===== config.mk =====
export PLATFORM = sky130hd
export DESIGN_NAME = load_store_unit
export DESIGN_NICKNAME = d
export VERILOG_FILES = /design/src/rtl/load_store_unit.sv
export SDC_FILE = /design/constraint.sdc
export NUM_CORES = 1
export LEC_CHECK = 0
export BUFFER_PORTS_ARGS = -buffer_cell sky130_fd_sc_hd__buf_2
export CAP_MARGIN = 20
export CORE_AREA = 5 5 137 139
export CTS_CLUSTER_SIZE = 25
export DETAILED_ROUTE_END_ITERATION = 10
export DIE_AREA = 0 0 142 144
export HOLD_SLACK_MARGIN = 0.06
export PLACE_DENSITY_LB_ADDON = 0.3
export SLEW_MARGIN = 20
export SYNTH_ARGS = -nofsm -noshare
export SYNTH_HDL_FRONTEND = slang
export SYNTH_SLANG_ARGS = --single-unit
export TNS_END_PERCENT = 20

===== constraint.sdc =====
create_clock -name clk -period 1.95 [get_ports clk]
set_clock_uncertainty 0.05 [all_clocks]
set_input_delay 0.195 -clock clk [delete_from_list [all_inputs] [get_ports clk]]
set_output_delay 0.195 -clock clk [all_outputs]
set_load 0.02 [all_outputs]

===== src/rtl/load_store_unit.sv =====
// Load/store unit: turns MEM-stage requests into single-outstanding req/gnt/rvalid
// bus transactions, stalls the core meanwhile and returns lane-extracted load data.
module load_store_unit #(
  parameter int TIMEOUT_CYCLES = 255
) (
  input  logic        clk,
  input  logic        rst_n,
  input  logic        req_valid_i,
  input  logic        wr_en_i,
  input  logic [3:0]  byte_en_i,
  input  logic        signed_i,
  input  logic [31:0] addr_i,
  input  logic [31:0] wdata_i,
  output logic        stall_o,
  output logic [31:0] rdata_o,
  output logic        rdata_valid_o,
  output logic        misaligned_o,
  output logic        bus_err_o,
  output logic        bus_req_o,
  output logic        bus_we_o,
  output logic [31:0] bus_addr_o,
  output logic [3:0]  bus_be_o,
  output logic [31:0] bus_wdata_o,
  input  logic        bus_gnt_i,
  input  logic        bus_rvalid_i,
  input  logic [31:0] bus_rdata_i,
  input  logic        bus_err_i
);

  typedef enum logic [1:0] {IDLE, ADDR, RESP, DONE} state_t;

  typedef struct packed {
    logic        we;
    logic        sgn;
    logic [1:0]  size;   // 0 byte, 1 half, 2 word
    logic [1:0]  lo;
    logic [31:0] addr;
    logic [3:0]  be;
    logic [31:0] wdata;
  } req_t;

  state_t      state, state_nxt;
  req_t        cap;
  logic [7:0]  cnt;
  logic        err_q, mis_q;
  logic [31:0] rdata_q;
  logic        fault, accept, timeout;
  logic [1:0]  size_in;
  logic [31:0] sh, ext;

  always_comb begin
    size_in = 2'd0;
    fault   = 1'b0;
    case (byte_en_i)
      4'b0001: size_in = 2'd0;
      4'b0011: begin size_in = 2'd1; fault = addr_i[0];    end
      4'b1111: begin size_in = 2'd2; fault = |addr_i[1:0]; end
      default: fault = 1'b1;
    endcase
  end

  assign accept  = (state == IDLE) && req_valid_i && !fault;
  assign timeout = (cnt == 8'(TIMEOUT_CYCLES - 1));

  always_comb begin
    state_nxt = state;
    case (state)
      IDLE: if (accept) state_nxt = ADDR;
      ADDR: if (bus_gnt_i) state_nxt = RESP;
      RESP: if (bus_rvalid_i || timeout) state_nxt = DONE;
      DONE: state_nxt = IDLE;
      default: state_nxt = IDLE;
    endcase
  end

  // Pull the addressed field down to bit 0, then extend.
  always_comb begin
    sh = bus_rdata_i >> {cap.lo, 3'b000};
    case (cap.size)
      2'd0:    ext = {{24{cap.sgn & sh[7]}}, sh[7:0]};
      2'd1:    ext = {{16{cap.sgn & sh[15]}}, sh[15:0]};
      default: ext = sh;
    endcase
  end

  always_ff @(posedge clk or negedge rst_n) begin
    if (!rst_n) begin
      state   <= IDLE;
      cap     <= '0;
      cnt     <= '0;
      err_q   <= 1'b0;
      mis_q   <= 1'b0;
      rdata_q <= '0;
    end else begin
      state <= state_nxt;
      mis_q <= (state == IDLE) && req_valid_i && fault;
      cnt   <= (state == RESP) ? cnt + 8'd1 : 8'd0;
      if (accept) begin
        cap.we    <= wr_en_i;
        cap.sgn   <= signed_i;
        cap.size  <= size_in;
        cap.lo    <= addr_i[1:0];
        cap.addr  <= {addr_i[31:2], 2'b00};
        cap.be    <= byte_en_i << addr_i[1:0];
        cap.wdata <= wdata_i << {addr_i[1:0], 3'b000};
        err_q     <= 1'b0;
      end
      if (state == RESP) begin
        if (bus_rvalid_i) begin
          err_q <= bus_err_i;
          if (!cap.we) rdata_q <= bus_err_i ? 32'd0 : ext;
        end else if (timeout) begin
          err_q <= 1'b1;
          if (!cap.we) rdata_q <= 32'd0;
        end
      end
    end
  end

  assign stall_o       = accept || (state == ADDR) || (state == RESP);
  assign bus_req_o     = (state == ADDR);
  assign bus_we_o      = (state == ADDR) && cap.we;
  assign bus_addr_o    = cap.addr;
  assign bus_be_o      = cap.be;
  assign bus_wdata_o   = cap.wdata;
  assign rdata_o       = rdata_q;
  assign rdata_valid_o = (state == DONE) && !cap.we && !err_q;
  assign bus_err_o     = (state == DONE) && err_q;
  assign misaligned_o  = mis_q;

endmodule

## Word-level counts from Yosys, hierarchy flattened

Cells that the tools add are included.
W data, S select, Z words.

| word-level totals | value |
|---|---|
| logic and storage cells | 66 |
| output and inout port bits | 106 |
| register bits | 116 |
| bits of input ports | 108 |

| operators by class | value |
|---|---|
| shifts and indexed selects | 3 |
| add/subtract/negate cells | 1 |
| multiplexer cells | 17 |
| bitwise gates (word level) | 3 |
| reductions and logical operators | 19 |
| equal/unequal tests | 11 |

Operators by type and width:

| cell | count |
|---|---|
| $mux W32 | 5 |
| $pmux W32 S2 | 1 |
| $shl A32 B5 Y32 | 1 |
| $shr A32 B5 Y32 | 1 |
| $add A8 B1 Y8 const B | 1 |
| $eq A8 B8 Y1 const B | 1 |
| $mux W8 | 1 |
| $pmux W2 S4 | 1 |
| $logic_and A1 B1 Y1 | 7 |
| $mux W2 | 3 |
| $reduce_and A3 Y1 | 2 |
| $eq A2 B1 Y1 const B | 2 |
| $eq A2 B2 Y1 const B | 2 |
| $eq A4 B1 Y1 const B | 1 |
| $eq A4 B2 Y1 const B | 1 |
| $eq A4 B4 Y1 const B | 1 |
| $logic_not A2 Y1 | 2 |
| $mux W1 | 4 |
| $ne A2 B2 Y1 const B | 2 |
| $pmux W2 S2 | 1 |
| $shl A4 B2 Y4 | 1 |
| $logic_not A1 Y1 | 3 |
| $logic_or A1 B1 Y1 | 3 |
| $pmux W1 S3 | 1 |
| 5 further kinds | 6 |

## Depth between registers and ports, before layout

| depth | value |
|---|---|
| word-level depth | 8 |
| gate-level depth with buffers | 8 |
| depth with buffers taken out | 7 |

## Worst setup path after synthesis

OpenSTA, ideal clock, no wires.

| timing path | value |
|---|---|
| kind | reg2reg |
| start | register state[0] |
| end | register rdata_q[24] (netlist: rdata_o[24]) |
| setup slack | -51 ps |
| setup time | 67 ps |
| data required time | 1833 ps |
| arrival | 1885 ps |
| path buffers | 1 |
| cell stages (with the launch flop) | 9 |
| clock period less this slack | 2001 ps |
| cells stage by stage | dfrtp_1 > inv_1 > ha_1 > and2b_1 > nand3_4 > nor3b_2 > nor2b_1 > buf_2 > a221o_1 |

| between the ends | value |
|---|---|
| word-level cells in the longest chain between the ends | 2 |

RTL lines:

| what | line | RTL |
|---|---|---|
| from (decl) | 42 | `state_t state, state_nxt;` |
| from (signal assigned) | 95 | `state <= state_nxt;` |
| $eq A2 B2 Y1 | 108 | `if (state == RESP) begin` |
| $reduce_and A3 Y1 (no line) | - |  |
| to (signal assigned) | 111 | `if (!cap.we) rdata_q <= bus_err_i ? 32'd0 : ext;` |
| to (decl) | 46 | `logic [31:0] rdata_q;` |

Every way passes these cells.
A chain may end at the register's enable or synchronous reset.

## Worst setup path in the final report

| timing path | value |
|---|---|
| start | input bus_rdata_i[31] |
| end | register rdata_q[23] (netlist: rdata_o[23]) |

| between the ends | value |
|---|---|
| word-level cells in the longest chain between the ends | 6 |
| elaborated cells on any way between the ends | 7 |
| those cells by class | 1 x shift; 4 x mux; 2 x bitwise |

RTL lines:

| what | line | RTL |
|---|---|---|
| from (decl) | 26 | `input logic [31:0] bus_rdata_i,` |
| $shr A32 B5 Y32 (*) | 78 | `sh = bus_rdata_i >> {cap.lo, 3'b000};` |
| $and A1 B1 Y1 (on tied branches) | 81, 80 |  |
| $pmux W32 S2 (*) | 79 | `case (cap.size)` |
| $mux W32 (*) (2 in a row) | 111 |  |
| $mux W32 (*) | 109 | `if (bus_rvalid_i) begin` |

Every way passes the cells marked *; elsewhere a longest branch is shown, timed or not. The select of a mux whose other input is x is not followed.

==> impl_metrics.toml <==
[pwr]
power_mw = 12.3
pwr_density_cell_mw_per_mm2 = 1490
ir_worst_vdd_mv = 0.604
power_leakage_nw = 4.17

[min_path]
hp-start = "byte_en_i[0]"
holdPathEnd = "cap[70]$_DFFE_PN0P_"
hold_path_depth = 3
hold_class = "input pin to flop"

[clocking]
cts_tree = "built"
clockBufferDepth = 2
cts_made_buffers = 17
clk_latency_ps = 410
path_clk_slew_ps = 50
cts_root_buffer = "clkbuf_16"
clkSinkCount = 116
htreeDepth = 4

[global_route]
gr-usage-all-layers = 0.170
grt_pass1_wl_um = 27200
grt_overflow = 0
grt_pass1_vias = 5055
grt_max_degree = 57
antenna_found_initial = 0

[final_layout]
nets = 892
nFillCells = 1652
drive_above_1_share = 0.422
layout.cells.non_filler = 1018
antenna_cells = 0
mostFrequentLayoutCells = "buf_2, dfrtp_1, nand2_1"
fin_util = 0.473
final_common_cell = "buf_2"
area_delta_synth_final_pct = 35.6

[yosys]
ys_types = 50
yosysSeqAreaShare = 0.475
netlist_area_mm2 = 0.00611
synth_edf_count = 0
async_flop_share = 1.00
yosysTopAreaCell = "dfrtp_1"
synth_warnings = 0
synth.area.top_cells = "dfrtp_1, mux2_2, buf_4, mux2i_1, nand2_1"
synth_top_area_share = 0.475
synth-main-ff-cell = "dfrtp_1"
ys_seq_elements = 116
syn_inst = 564
avgSynthCellArea_um2 = 10.8

[critical_path]
cp.depth = 7
crit_path_max_incr_delay_ps = 530
rr_endpoint = "rdata_o[23]$_DFFE_PN0P_"
critical_path.max_fanout = 16
cp.arrival_ps = 2120
crit_buf_inv = 3
r2r-start = "cap[69]$_DFFE_PN0P_"
start_kind = "input pin"
required_ps = 2180
cpMaxStageDelayCell = "dlygate4sd3_1"
worstSetupPathType = "input pin to flop"
setup.reg_to_reg.worst_slack_ps = 100
crit_chain = "dlygate4sd3_1 -> buf_2 -> mux4_2 -> mux2i_4 -> nor4b_4 -> buf_12 -> a221o_1"
cpLargestDelayFamily = "buffers and inverters"
reg2reg_depth = 5
end_kind = "flop"

[floorplanning]
start_util = 0.349
std_cell_rows = 49
core-area_mm2 = 0.0175
die_h_um = 144
ioPinCount = 214
die_x_um = 142
dieArea_mm2 = 0.0204

[drt]
routedWlPerCell_um = 17.3
firstDrtPassIters = 5
post_drt_via_cell_ratio = 4.92
route.detailed.drc = 0
via_count = 5013
detail-route-antenna-nets = 0
first_iter_violations = 215
wl_um = 17600

[timing]
whs_ps = 88.0
setup_viol = 0
fmax_mhz = 530
finalWorstSetupSlack_ps = 63.8
grt_setup_unrepaired = "yes"
max_slew_margin = 0.622
slew_violations = 0
worstMarginPinSlew_ps = 566
period_share = 0.967
hold_viol = 0
fin_crit_ps = 1890

[placed_design]
post-place-ws_ps = -88.5
finalWeightedCongestion = 0.920
dpl.hpwl_um = 13100
dp_cells = 924
io_buffers = 211

[job]
cap_viol_max_count = 0

[status]
outcome = "complete, no violations"
[cell usage after synthesis (2+ instances only)]
cell and instances:
a22o_1 8, and2_1 2, and3_1 4, nand2_1 68, o31ai_1 9, buf_1 2, o21ai_0 44, dfrtp_1 116
clkbuf_1 18, nand4_1 2, a21oi_1 23, ha_1 7, nand3_1 4, nor2_1 16, o22a_1 2, xor2_1 5
inv_1 5, mux2_2 52, buf_2 8, buf_4 70, nor2b_1 11, a221o_1 16, mux2i_1 33, a211oi_1 9
buf_6 5
[layout make-up]
cell class | count | area [µm²] | area share
clock inverters | 10 | 155 | 0.0187
well taps | 229 | 287 | 0.0346
repair buffers | 297 | 1950 | 0.235
inverters | 6 | 22.5 | 0.00272
clock buffers | 21 | 460 | 0.0555
multi-input cells | 339 | 2520 | 0.304
flip-flops and latches | 116 | 2900 | 0.350
[worst reg2reg max path: cells and delay by family, from the launching register on]
family | cells | cell delay [ps]
AO/OA/AOI/OAI | 1 | 280
multiplexers | 2 | 770
buffers and inverters | 1 | 160
AND/OR/NAND/NOR | 1 | 70
flip-flops | 1 | 400
[cell families after synthesis]
group,Yosys count,synth area share
compound gates,120,0.131
xor+xnor,6,0.00860
fa+ha+maj,7,0.0143
buf+inv,110,0.118
flops,116,0.475
mux,87,0.157
other cells,1,0.000613
simple gates,117,0.0948
[registers in the layout (all words and copies together), names as in the netlist]
| name | flops |
|---|---|
| bus_wdata_o | 32 |
| rdata_o | 32 |
| bus_addr_o | 30 |
| cnt | 8 |
| cap | 6 |
| bus_be_o | 4 |
| state | 2 |
| err_q | 1 |
| misaligned_o | 1 |
[per-layer routing]
| layer | share of wire | vias to the layer above | global-route usage | wire length [µm] |
|---|---|---|---|---|
| li1 | - | 2357 | - | - |
| met1 | 0.42 | 2410 | 0.219 | 7440 |
| met2 | 0.47 | 218 | 0.268 | 8230 |
| met3 | 0.091 | 28 | 0.0585 | 1610 |
| met4 | 0.018 | 0 | 0.0561 | 325 |
| met5 | 0 | - | 0 | 0 |
[through the flow]
step | instance area (µm²) | TNS (ps)
after floorplan | 6120 | 0
after global placement | 7000 | -179
after detailed placement | 7000 | -1200
after CTS | 8250 | -26.5
after global routing | 8290 | -53.0
final | 8290 | 0
[worst max path at each step]
stage                              start  slack, ps                      end
finish                   bus_rdata_i[31]         60  rdata_o[23]$_DFFE_PN0P_
global route        state[0]$_DFFE_PN0P_        -50                  stall_o
global placement    state[0]$_DFFE_PN0P_        -10  rdata_o[17]$_DFFE_PN0P_
CTS                 state[1]$_DFFE_PN0P_        -30                  stall_o
floorplan           state[0]$_DFFE_PN0P_         20  rdata_o[24]$_DFFE_PN0P_
detailed placement  state[0]$_DFFE_PN0P_        -90  rdata_o[30]$_DFFE_PN0P_
[where the power goes]
part | internal (mW) | leakage (nW) | switching, mW | total [mW]
clock | 2.19 | 0.299 | 1.08 | 3.27
combinational | 2.09 | 2.34 | 2.97 | 5.06
sequential | 3.41 | 1.54 | 0.598 | 4.00
total | 7.68 | 4.17 | 4.65 | 12.3
[repair_timing]
item	CTS	global route
hold buffers	59	0
endpoints found under the hold margin	139	0
pin swaps	1	0
gates resized for setup	6	1
endpoints found under the setup margin	17	9
setup buffers	1	2
cloned	0	1
Power figures use the tool's default switching activity.
